File: src/rtl/wb_retire_stage.sv
// rtl/wb_retire_stage.sv - writeback/retire stage: wb select, load extend, mem wait, registered rf write
// Optional retired-instruction counter built when RETIRE_CNT_EN is defined.
module wb_retire_stage #(
    parameter int XLEN = 32,
    parameter int RD_W = 5
) (
    input  logic            clk_en,
    input  logic            rst,
    input  logic            in_valid,
    input  logic [RD_W-1:0] rd,
    input  logic [XLEN-1:0] res,
    input  logic [XLEN-1:0] PC,
    input  logic [10:0]     op_data,
    input  logic [XLEN-1:0] mem_rdata,
    input  logic            mem_rvalid,
    output logic            stall,
    output logic            rf_we,
    output logic [RD_W-1:0] rf_waddr,
    output logic [XLEN-1:0] rf_wdata,
    output logic            fwd_valid,
    output logic [RD_W-1:0] fwd_rd,
    output logic [XLEN-1:0] fwd_data,
    output logic            retire_valid,
    output logic [XLEN-1:0] retire_pc,
    output logic [63:0]     instret
);

    typedef enum logic {RUN = 1'b0, WAIT_MEM = 1'b1} state_t;

    state_t state_q, state_d;

    // Only op_data[10:4] is meaningful; the latched copy keeps just those bits.
    logic [RD_W-1:0] lat_rd_q;
    logic [XLEN-1:0] lat_res_q;
    logic [XLEN-1:0] lat_pc_q;
    logic [6:0]      lat_op_q;

    logic            rf_we_q, rf_we_d;
    logic [RD_W-1:0] rf_waddr_q;
    logic [XLEN-1:0] rf_wdata_q, rf_wdata_d;
    logic            retire_valid_q;
    logic [XLEN-1:0] retire_pc_q;

    logic            retire;
    logic            latch_en;
    logic [RD_W-1:0] sel_rd;
    logic [XLEN-1:0] sel_res;
    logic [XLEN-1:0] sel_pc;
    logic [6:0]      sel_op;
    logic [XLEN-1:0] load_data;
    logic [7:0]      ld_byte;
    logic [15:0]     ld_half;

    logic unused_op_bits;
    assign unused_op_bits = ^op_data[3:0];

    always_ff @(posedge clk_en or negedge rst) begin
        if (!rst) begin
            state_q <= RUN;
        end else begin
            state_q <= state_d;
        end
    end

    always_comb begin
        state_d = state_q;
        case (state_q)
            RUN:      if (in_valid && op_data[9] && !mem_rvalid) state_d = WAIT_MEM;
            WAIT_MEM: if (mem_rvalid) state_d = RUN;
            default:  state_d = RUN;
        endcase
    end

    always_comb begin
        stall    = 1'b0;
        retire   = 1'b0;
        latch_en = 1'b0;
        sel_rd   = rd;
        sel_res  = res;
        sel_pc   = PC;
        sel_op   = op_data[10:4];
        case (state_q)
            RUN: begin
                stall    = in_valid && op_data[9] && !mem_rvalid;
                retire   = in_valid && (!op_data[9] || mem_rvalid);
                latch_en = stall;
            end
            WAIT_MEM: begin
                stall   = !mem_rvalid;
                retire  = mem_rvalid;
                sel_rd  = lat_rd_q;
                sel_res = lat_res_q;
                sel_pc  = lat_pc_q;
                sel_op  = lat_op_q;
            end
            default: ;
        endcase
    end

    // Byte/halfword lanes come from the low address bits; res[0] is ignored for halves.
    assign ld_byte = mem_rdata[{sel_res[1:0], 3'b000} +: 8];
    assign ld_half = mem_rdata[{sel_res[1], 4'b0000} +: 16];

    always_comb begin
        case (sel_op[2:0])
            3'b000:  load_data = {{(XLEN-8){ld_byte[7]}}, ld_byte};
            3'b001:  load_data = {{(XLEN-16){ld_half[15]}}, ld_half};
            3'b100:  load_data = {{(XLEN-8){1'b0}}, ld_byte};
            3'b101:  load_data = {{(XLEN-16){1'b0}}, ld_half};
            default: load_data = mem_rdata;
        endcase
    end

    always_comb begin
        case (sel_op[4:3])
            2'b01:   rf_wdata_d = load_data;
            2'b10:   rf_wdata_d = sel_pc + XLEN'(4);
            default: rf_wdata_d = sel_res;
        endcase
        rf_we_d = retire && sel_op[6] && (sel_rd != '0);
    end

    always_ff @(posedge clk_en or negedge rst) begin
        if (!rst) begin
            lat_rd_q  <= '0;
            lat_res_q <= '0;
            lat_pc_q  <= '0;
            lat_op_q  <= '0;
        end else if (latch_en) begin
            lat_rd_q  <= rd;
            lat_res_q <= res;
            lat_pc_q  <= PC;
            lat_op_q  <= op_data[10:4];
        end
    end

    always_ff @(posedge clk_en or negedge rst) begin
        if (!rst) begin
            rf_we_q        <= 1'b0;
            rf_waddr_q     <= '0;
            rf_wdata_q     <= '0;
            retire_valid_q <= 1'b0;
            retire_pc_q    <= '0;
        end else begin
            rf_we_q        <= rf_we_d;
            retire_valid_q <= retire;
            if (retire) begin
                rf_waddr_q  <= sel_rd;
                rf_wdata_q  <= rf_wdata_d;
                retire_pc_q <= sel_pc;
            end
        end
    end

    assign rf_we        = rf_we_q;
    assign rf_waddr     = rf_waddr_q;
    assign rf_wdata     = rf_wdata_q;
    assign fwd_valid    = rf_we_q;
    assign fwd_rd       = rf_waddr_q;
    assign fwd_data     = rf_wdata_q;
    assign retire_valid = retire_valid_q;
    assign retire_pc    = retire_pc_q;

`ifdef RETIRE_CNT_EN
    logic [63:0] instret_q;

    always_ff @(posedge clk_en or negedge rst) begin
        if (!rst) begin
            instret_q <= '0;
        end else if (retire) begin
            instret_q <= instret_q + 64'd1;
        end
    end

    assign instret = instret_q;
`else
    assign instret = '0;
`endif

endmodule
File: config.mk
export PLATFORM = sky130hd
export DESIGN_NAME = wb_retire_stage
export DESIGN_NICKNAME = d
export VERILOG_FILES = /design/src/rtl/wb_retire_stage.sv
export SDC_FILE = /design/constraint.sdc
export NUM_CORES = 1
export LEC_CHECK = 0
export CAP_MARGIN = 20
export CORE_ASPECT_RATIO = 2
export CORE_MARGIN = 1
export CORE_UTILIZATION = 40
export CTS_CLUSTER_SIZE = 40
export DETAILED_ROUTE_END_ITERATION = 8
export PLACE_DENSITY_LB_ADDON = 0.1
export SETUP_SLACK_MARGIN = 0.5
export SYNTH_ARGS = -nofsm -noshare
export SYNTH_HDL_FRONTEND = slang
export SYNTH_SLANG_ARGS = --single-unit
File: constraint.sdc
create_clock -name clk_en -period 4.75 [get_ports clk_en]
set_input_delay 1.1875 -clock clk_en [delete_from_list [all_inputs] [get_ports clk_en]]
set_output_delay 1.1875 -clock clk_en [all_outputs]
set_load 0.02 [all_outputs]
### Word-level counts from Yosys, hierarchy flattened

Cells that the tools add are included.

* bitwise logic cells: 1
* reductions and logical operators: 10
* multiplexer cells: 12
* shift-type cells: 2
* add/subtract/negate cells: 1
* eq/ne operators: 5

Operators by type and width (number)
* $pmux 32 s4: 1
* $mux 32: 2
* $pmux 32 s2: 1
* $add 32x3->32 const B: 1
* $shiftx 32x6->16: 1
* $shiftx 32x6->8: 1
* $mux 7: 1
* $eq 3x3->1 const B: 2
* $pmux 1 s2: 3
* $logic_and 1x1->1: 5
* $mux 5: 1
* $reduce_bool 5->1: 1
* $eq 3x1->1 const B: 1
* $logic_not 3->1: 1
* $mux 1: 3
* $eq 2x1->1 const B: 1
* $eq 2x2->1 const B: 1
* $logic_not 1->1: 2
* $logic_or 1x1->1: 1
* $not 1->1: 1

* register bits after elaboration: 148
* bits of input ports: 116

### Longest topological paths before layout

* depth in word-level cells: 6
* gate-level depth with buffers: 17
* depth with buffers taken out: 9

### Least setup slack after synthesis

No wires, ideal clock.

* kind: register to register
* start point: reg state_q
* end point: reg rf_wdata_q[29], in the netlist fwd_data[29]
* arrival: 3.091 ns
* buffers on the path: 8
* stages on the path, launching flop included: 16
* slack: 1.576 ns
* required time: 4.668 ns
* library setup time: 0.082 ns
* clock period less this slack: 3.174 ns
* cell sequence: dfrtp_1 > buf_6 > buf_8 > buf_4 > buf_4 > buf_4 > buf_4 > buf_4 > mux2i_1 > ha_1 > clkbuf_1 > inv_1 > nor4_4 > o221ai_4 > o221a_1 > o22ai_1

* cells in the longest elaborated chain, start to end: 4
* elaborated cells on any way between the ends: 16

RTL lines
* start: declaration: line 30 `state_t state_q, state_d;`
* start signal: assignment: line 61 `state_q <= state_d;`
* parallel branches: the longest is 4 deep, another holds $add 32x3->32
* end signal: assignment: line 149 `rf_wdata_q <= rf_wdata_d;`
* end: declaration: line 40 `logic [XLEN-1:0] rf_wdata_q, rf_wdata_d;`

Several ways; the timed one is not identified.
A chain may end at the register's enable or synchronous reset.

### Final worst setup path

* start point: reg state_q
* end point: out stall

* cells in the longest elaborated chain, start to end: 2

RTL lines
* $not 1->1
* $pmux 1 s2 (*): line 82 `case (state_q)`
* end: declaration: line 16 `output logic stall,`

Every way passes the cells marked *; elsewhere a longest branch is shown, timed or not.

==> impl_results.md <==
- Crit path DAT: 2710 ps
- Slew @ Worst Pin: 1090 ps
- Ratio of cells with drive above 1 in the final layout: 14.1%
- Logic gate share of total power: 35.5%
- CTS root buffer: clkbuf_16
- Synth area leader: dfrtp_1
- CTS Buffer Depth: 2
- Worst Setup SP: state_q
- Max-capacitance violation count: 0
- CTS clock-pin slew for the worst setup and hold paths: 60 ps
- Post-synth top area share: 39.8%
- Post-Route Setup TNS: 0 ps
- Finished Cell Area: 11,700 um2
- FF-to-FF setup slack: 1470 ps
- Critical Path Fanout Max: 46
- Slew HR: 27.5%
- Final HPWL DP: 20,700 um
- Leak pwr: 4.66 nW
- CP startpoint kind: flip-flop
- Synthesized area: 9240 um2
- Syn Area/Cell: 9.99 um2
- Internal: 3.03 mW
- Reg2reg end: fwd_data[14]
- Clock power frac: 27.1%
- Non-filler cells, final: 1,384
- Hold Path Origin: retire_pc[7]
- GP Congestion: 0.900
- CTS tree: built
- Ys flop type: dfrtp_1
- Chip height: 217 um
- Cell area power density: 401 nW/um2
- Inst Count DP: 1,349
- Clock sink count: 147
- Initial DRC Count: 324
- Final Hold Violating Endpoints: 0
- Area Overhead vs Synth: 26.5%
- Postcts setup bufs: 0
- Critical path class: reg2out
- Post-Synthesis Cells: 925
- Area after DPL: 11,100 um2
- Core ar.: 22,600 um2
- Synth cell types: 78
- Global route overflow: 0
- Gr usage total: 24.5%
- Largest net degree at the start of global routing: 110
- Sequential Area: 3680 um2
- Sequential share of the synthesized area: 39.8%
- Layout net count: 1,209
- Vias per std cell: 5.41
- RSZ-0062 raised after global routing: no
- DRT antenna net count: 0
- Sequential cell fraction of total power: 37.4%
- Sw Share: 35.4%
- H-tree levels: 4
- Final Skew: 8.82 ps
- Site row count: 78
- IO Pins: 290
- Worst-skew pair later-pin latency: 440 ps
- Worst Hold End: retire_pc[7]
- Resize count post-CTS: 0
- Status: finished, final reports clean
- Initial antenna violation count: 2
- Hold depth: 2
- Post-synth ARST share: 100%
- Vias in the first global route: 7,412
- Crit. End Element: primary output
- Initial Utilization: 40.8%
- DR WL/cell: 20.1 um
- Final wirelength: 27,800 um
- Tmin final: 3890 ps
- Die W: 109 um
- Die footprint: 23,700 um2
- DRC: 0
- Port Buffers: 221
- Psw: 1.66 mW
- Worst reg-to-reg path cell count: 8
- Top cells by count, synth: 147 x dfrtp_1, 110 x buf_4, 91 x nand2_1
- Synth warnings: 0
- EDFF count, synth: 0
- Vias: 7,485
- Maximum vdd drop: 0.198 mV
- Area of the multi-input gates: 4710 um2
- Ranking of synthesized cells by area: dfrtp_1 40%, mux2_2 10%, buf_4 8.9%, mux2i_1 7.7%, nand2_1 3.7%
- Max Slew Vio Count: 0
- Fillcell total: 2,158
- R2R Path Start: state_q
- Pre-antenna DRT Iters: 4
- Hold Slack: 479 ps
- Period utilisation layout: 82.0%
- Global-route wire length before repair: 42,800 um
- Count leader, synth: dfrtp_1
- Yosys reg bits: 147
- CP Data Required Time: 3560 ps
- Setup violations, final: 0
- Num CTS Buffers: 17
- Hold buffers post-CTS: 0
- Peak Freq: 257 MHz
- Hold Path Class: reg2reg
## flip-flops by register name, indices dropped and copies added (netlist names)
signal and count:
lat_op_q 6, retire_pc 32, state_q 1, fwd_rd 5, lat_rd_q 5, lat_pc_q 32
lat_res_q 32, fwd_data 32, fwd_valid 1, retire_valid 1
## through the flow
stage,util (%),setup WS (ps),total power [mW]
final,51.6,856,4.68
after global placement,49.1,940,3.42
after CTS,51.5,780,4.74
after global routing,51.6,656,4.95
after detailed placement,49.1,939,3.44
after floorplan,-,1580,2.80
## worst max-delay path: stages (launching register included)
cell and delay, ps:
dfrtp_4 810, clkinv_1 530, a21oi_1 290, clkdlybuf4s50_1 630
## power groups by stage
stage	sequential [mW]	combinational (mW)	clock [mW]
detailed placement	1.78	1.66	0
floorplan	1.87	0.928	0
CTS	1.76	1.67	1.31
finish	1.75	1.66	1.27
global route	1.80	1.79	1.36
global placement	1.77	1.65	0
## cell type report
class / instances / share of cell area, %
Antenna cell: 2 / 0.0428
Clock buffer: 20 / 3.74
Clock inverter: 12 / 0.931
Inverter: 9 / 0.289
Multi-Input combinational cell: 678 / 40.3
Sequential cell: 147 / 31.5
Tap cell: 280 / 3.00
Timing Repair Buffer: 236 / 20.2
## cells by family after synthesis
family | Yosys count | synth area share [%]
XOR/XNOR | 21 | 2.07
buffers and inverters | 163 | 12.0
multiplexers | 161 | 19.0
AND/OR/NAND/NOR | 216 | 12.0
other | 1 | 0.0406
adder cells (fa/ha/maj) | 4 | 0.542
AO/OA/AOI/OAI | 212 | 14.6
flip-flops | 147 | 39.8
## layout by cell type (no fill, tap or decap), types with 5 or more instances in the layout
cell | Yosys | routed
xnor2_1 | 10 | 10
mux2i_1 | 71 | 71
a22oi_1 | 7 | 7
a31oi_1 | 16 | 16
nand2_1 | 91 | 91
a22o_1 | 5 | 5
clkdlybuf4s50_1 | 0 | 220
xor2_1 | 10 | 10
or4_1 | 5 | 5
nor2_1 | 32 | 32
inv_1 | 8 | 8
nor3_1 | 7 | 6
or3_1 | 8 | 8
conb_1 | 1 | 64
o21ai_0 | 63 | 63
o211ai_1 | 8 | 8
nand4_1 | 13 | 13
o221ai_1 | 10 | 10
nand4b_1 | 5 | 5
o21ai_1 | 8 | 8
a21oi_1 | 53 | 53
nand3_1 | 19 | 19
dfrtp_1 | 147 | 146
clkinvlp_4 | 0 | 5
clkbuf_16 | 0 | 17
buf_4 | 110 | 13
mux2_2 | 84 | 84
## worst max-delay path by stage
stage,to,slack [ps],depth (start not counted)
6_report,stall,860,3
5_1_grt,stall,660,3
4_1_cts,stall,780,3
3_5_place_dp,fwd_data[29],940,7
3_3_place_gp,stall,940,4
2_1_floorplan,fwd_data[29],1580,15
## layer usage
metal  part of all wire (%)  up-vias  global-route usage [%]
met5                      0        -                       0
met2                     52      267                    42.1
met3                    5.0       48                    5.24
li1                       -     3537                       -
met4                    3.7        0                    11.6
met1                     39     3633                    28.3
(Power assumes the default switching activity.)
==> variant 1 (same settings) <==
`RD_W`: 5 -> 4.
--- a/src/rtl/wb_retire_stage.sv
+++ b/src/rtl/wb_retire_stage.sv
@@ -4,3 +4,3 @@
     parameter int XLEN = 32,
-    parameter int RD_W = 5
+    parameter int RD_W = 4
 ) (
Interface: changed (resized fwd_rd, rd and rf_waddr); port bits go from 290 to 287. The function was not compared with the original's and may differ.
==> variant 1 against the unedited design <==
Area after synthesis fell by 4.1%. Power is 0.92% higher. Hold slack got worse by 0.0014 ns. Register-to-register slack lost 0.02 ns. Largest power group unchanged. Critical path type is now in -> out. Global-route usage rose by 0.14 points. Worst setup slack improved by 0.057 ns. Die area decreased by 4.0%. Final area fell by 2.6%. Utilization rose by 0.89 points. Sequential cell count decreased by 2. Wire length down 1.8%. Clock skew is essentially flat.
==> variant 1: results (changes against the unedited design) <==
Parameter                              Value

Status
  Result of the run    finished, final reports clean (unchanged)

Cells and area
  Sequential cells    145 (was 147)
  Area used by multi-input combinational logic    4467 um^2 (was 4711 um^2)
  Buffer share of cell area    20.39% (was 20.18%)
  Clock buffer count in the final layout    19 (was 20)
  Total area of sequential cells    3632 um^2 (was 3682 um^2)
  Count of buffers not belonging to the clock network in the layout    233 (was 236)
  Comb_multi_in    638 (was 678)

Routing
  Total via count in the routed design    7161 (was 7485)
  Average vias per placed instance    5.376 (was 5.408)
  Routed length on met2    14540 um (was 14530 um)
  Post-Route WL    27310 um (was 27820 um)
  M1 wire length    10420 um (was 10850 um)

Critical path
  Worst reg2reg path depth    9 (was 8)
  Endpoint of the lowest-slack register-to-register path    fwd_data[30]$_DFFE_PN0P_ (was fwd_data[14]$_DFFE_PN0P_)
  Timing startpoint of the critical path    in_valid (was state_q$_DFF_PN0_)

Synthesis
  Commonest cells post-synth    145 x dfrtp_1, 104 x buf_4, 96 x mux2_2 (was 147 x dfrtp_1, 110 x buf_4, 91 x nand2_1)
  Post-synthesis compound-gate area fraction    13.30% (was 14.64%)
  Share of cell area taken by muxes after synthesis    20.57% (was 18.96%)
  Area contributors post-synth    dfrtp_1 41%, mux2_2 12%, buf_4 8.8% (was dfrtp_1 40%, mux2_2 10%, buf_4 8.9%)
  Post-synthesis sequential area ratio    40.94% (was 39.81%)
  XOR/XNOR share of the synthesized area    2.075% (was 2.072%)

Timing
  Maximum clock skew at final layout    0.008619 ns (was 0.008819 ns)
  Worst Max-Slew Pin Slew    1.042 ns (was 1.087 ns)

Global route
  Global routing met1 resource utilization    27.89% (was 28.34%)
  GRT met2 Usage    43.92% (was 42.10%)
  Via count of the first global-routing pass    7003 (was 7412)
  Global-route wire length before repair    41260 um (was 42810 um)
  Pin count of the biggest net entering global routing    106 (was 110)

Power and ir drop
  Leakage power of the design    4.660 nW (was 4.658 nW)
  Pwr Density    415.0 nW/um^2 (was 400.6 nW/um^2)
  Switching power of the nets    1.648 mW (was 1.655 mW)

Placement
  Number of placed instances, taps included    1300 (was 1349)
  Count of input and output buffers    218 (was 221)

Hold path
  Min-delay src    retire_pc[13]$_DFFE_PN0P_ (was retire_pc[7]$_DFFE_PN0P_)
## variant 1: cell types whose count changed after synthesis, moves of 4 or more
| cell | before | now |
|---|---|---|
| a21oi_1 | 53 | 46 |
| a221oi_1 | 3 | 7 |
| a31oi_1 | 16 | 7 |
| and3_1 | 4 | 10 |
| buf_4 | 110 | 104 |
| clkbuf_1 | 19 | 27 |
| mux2_2 | 84 | 96 |
| nand2_1 | 91 | 86 |
| nand2b_1 | 1 | 6 |
| nand3b_1 | 3 | 12 |
| nand4_1 | 13 | 8 |
| o21ai_0 | 63 | 52 |
| o21ai_1 | 8 | 1 |
| or3_1 | 8 | 2 |
## variant 1: worst max-delay path, cell delays in order
cell             delay [ns]
clkdlybuf4s50_1        0.55
a21oi_1                0.10
nor2_1                 0.19
clkdlybuf4s50_1        0.63
==> variant 2 (config.mk and constraints unchanged) <==
Made on the original files. The option `RETIRE_CNT_EN` is turned on by a define.
--- a/src/rtl/wb_retire_stage.sv
+++ b/src/rtl/wb_retire_stage.sv
@@ -2,2 +2,4 @@
 // Optional retired-instruction counter built when RETIRE_CNT_EN is defined.
+`define RETIRE_CNT_EN
+
 module wb_retire_stage #(
Behaviour: not the same (a bounded check fails within 4 cycles, from zero or initial values and one cycle with rst low).
==> variant 2 against the unedited design <==
Via count grew 22%. Clock skew grew 0.0028 ns. Worst setup slack lost 0.0063 ns. Wire length grew 25%. Hold slack lost 0.0032 ns. Final area grew 28%. Power grew 30%. Fmax shrank 0.16%. Sequential cell count grew 64. Area after synthesis grew 22%. First-iteration DRC count grew 42%. Clock power grew 44%. Largest power group unchanged. Highest routed layer unchanged.
==> variant 2: results (changes against the unedited design) <==
Parameter                              Value

Critical path
  Endpoint of the lowest-slack register-to-register path    fwd_data[27]$_DFFE_PN0P_ (was fwd_data[14]$_DFFE_PN0P_)
  Timing startpoint of the critical path    mem_rvalid (was state_q$_DFF_PN0_)
  Worst reg2reg path depth    7 (was 8)
  Reg-to-reg setup timing slack    1.23 ns (was 1.47 ns)
  Cell with the largest stage delay on the worst path    clkdlybuf4s50_1 (was dfrtp_4)

Routing
  Total via count in the routed design    9158 (was 7485)
  Post-Route WL    34870 um (was 27820 um)

Hold path
  Worst hold path stage count    1 (was 2)
  Hold Crit Endpoint    instret[63]$_DFFE_PN0P_ (was retire_pc[7]$_DFFE_PN0P_)

Placement
  Number of placed instances, taps included    1646 (was 1349)
  Detailed placer's ending HPWL    26190 um (was 20740 um)

Power and ir drop
  Pwr Density    407.5 nW/um^2 (was 400.6 nW/um^2)
  Sequential cell power    2.41 mW (was 1.75 mW)
  Clock distribution power    1.83 mW (was 1.27 mW)
  Share of total power consumed by net switching    32.35% (was 35.36%)

Synthesis
  Number of instances in the synthesized netlist    1084 (was 925)
  Cell variety after synth    72 (was 78)
  Post-synthesis sequential area ratio    46.77% (was 39.81%)

Timing
  Minimum hold slack    0.4762 ns (was 0.4794 ns)
  Maximum clock skew at final layout    0.01165 ns (was 0.008819 ns)

Cells and area
  Cell Count, Final, Fillers Out    1687 (was 1384)
  Fillcell total    2505 (was 2158)
  Number of nets in the layout    1438 (was 1209)

Clock tree
  CTS max path bufs    3 (was 2)
  H-tree level count    1 (was 4)

Global route
  Global-route wire length before repair    53390 um (was 42810 um)
  GRT met2 Usage    45.12% (was 42.10%)
  Global routing met1 resource utilization    28.09% (was 28.34%)
  Pin count of the biggest net entering global routing    99 (was 110)

Status
  Result of the run    finished, final reports clean (unchanged)
[variant 2: area by class of cell]
cell class	instances	area share (%)
Antenna cell	4	0.06688
Clock buffer	29	4.046
Clock inverter	8	0.9363
Inverter	12	0.3010
Multi-Input combinational cell	769	36.37
Sequential cell	211	35.30
Tap cell	352	2.943
Timing Repair Buffer	302	20.03
[variant 2: metrics by stage]
step	setup slack [ns]	cell area (um^2)	utilization, %
floorplan	1.257	11290	-
global placement	0.6936	14210	51.39
detailed placement	0.6811	14210	51.39
CTS	0.8398	14960	54.09
global route	0.7669	14970	54.12
finish	0.8493	14970	54.12
[variant 2: cells by family after synthesis]
family / count (synthesis) / synth area share, %
AO/OA/AOI/OAI: 211 / 11.85
XOR/XNOR: 86 / 6.673
adder cells (fa/ha/maj): 5 / 0.5542
buffers and inverters: 104 / 5.132
flip-flops: 211 / 46.77
multiplexers: 158 / 15.09
AND/OR/NAND/NOR: 309 / 13.93
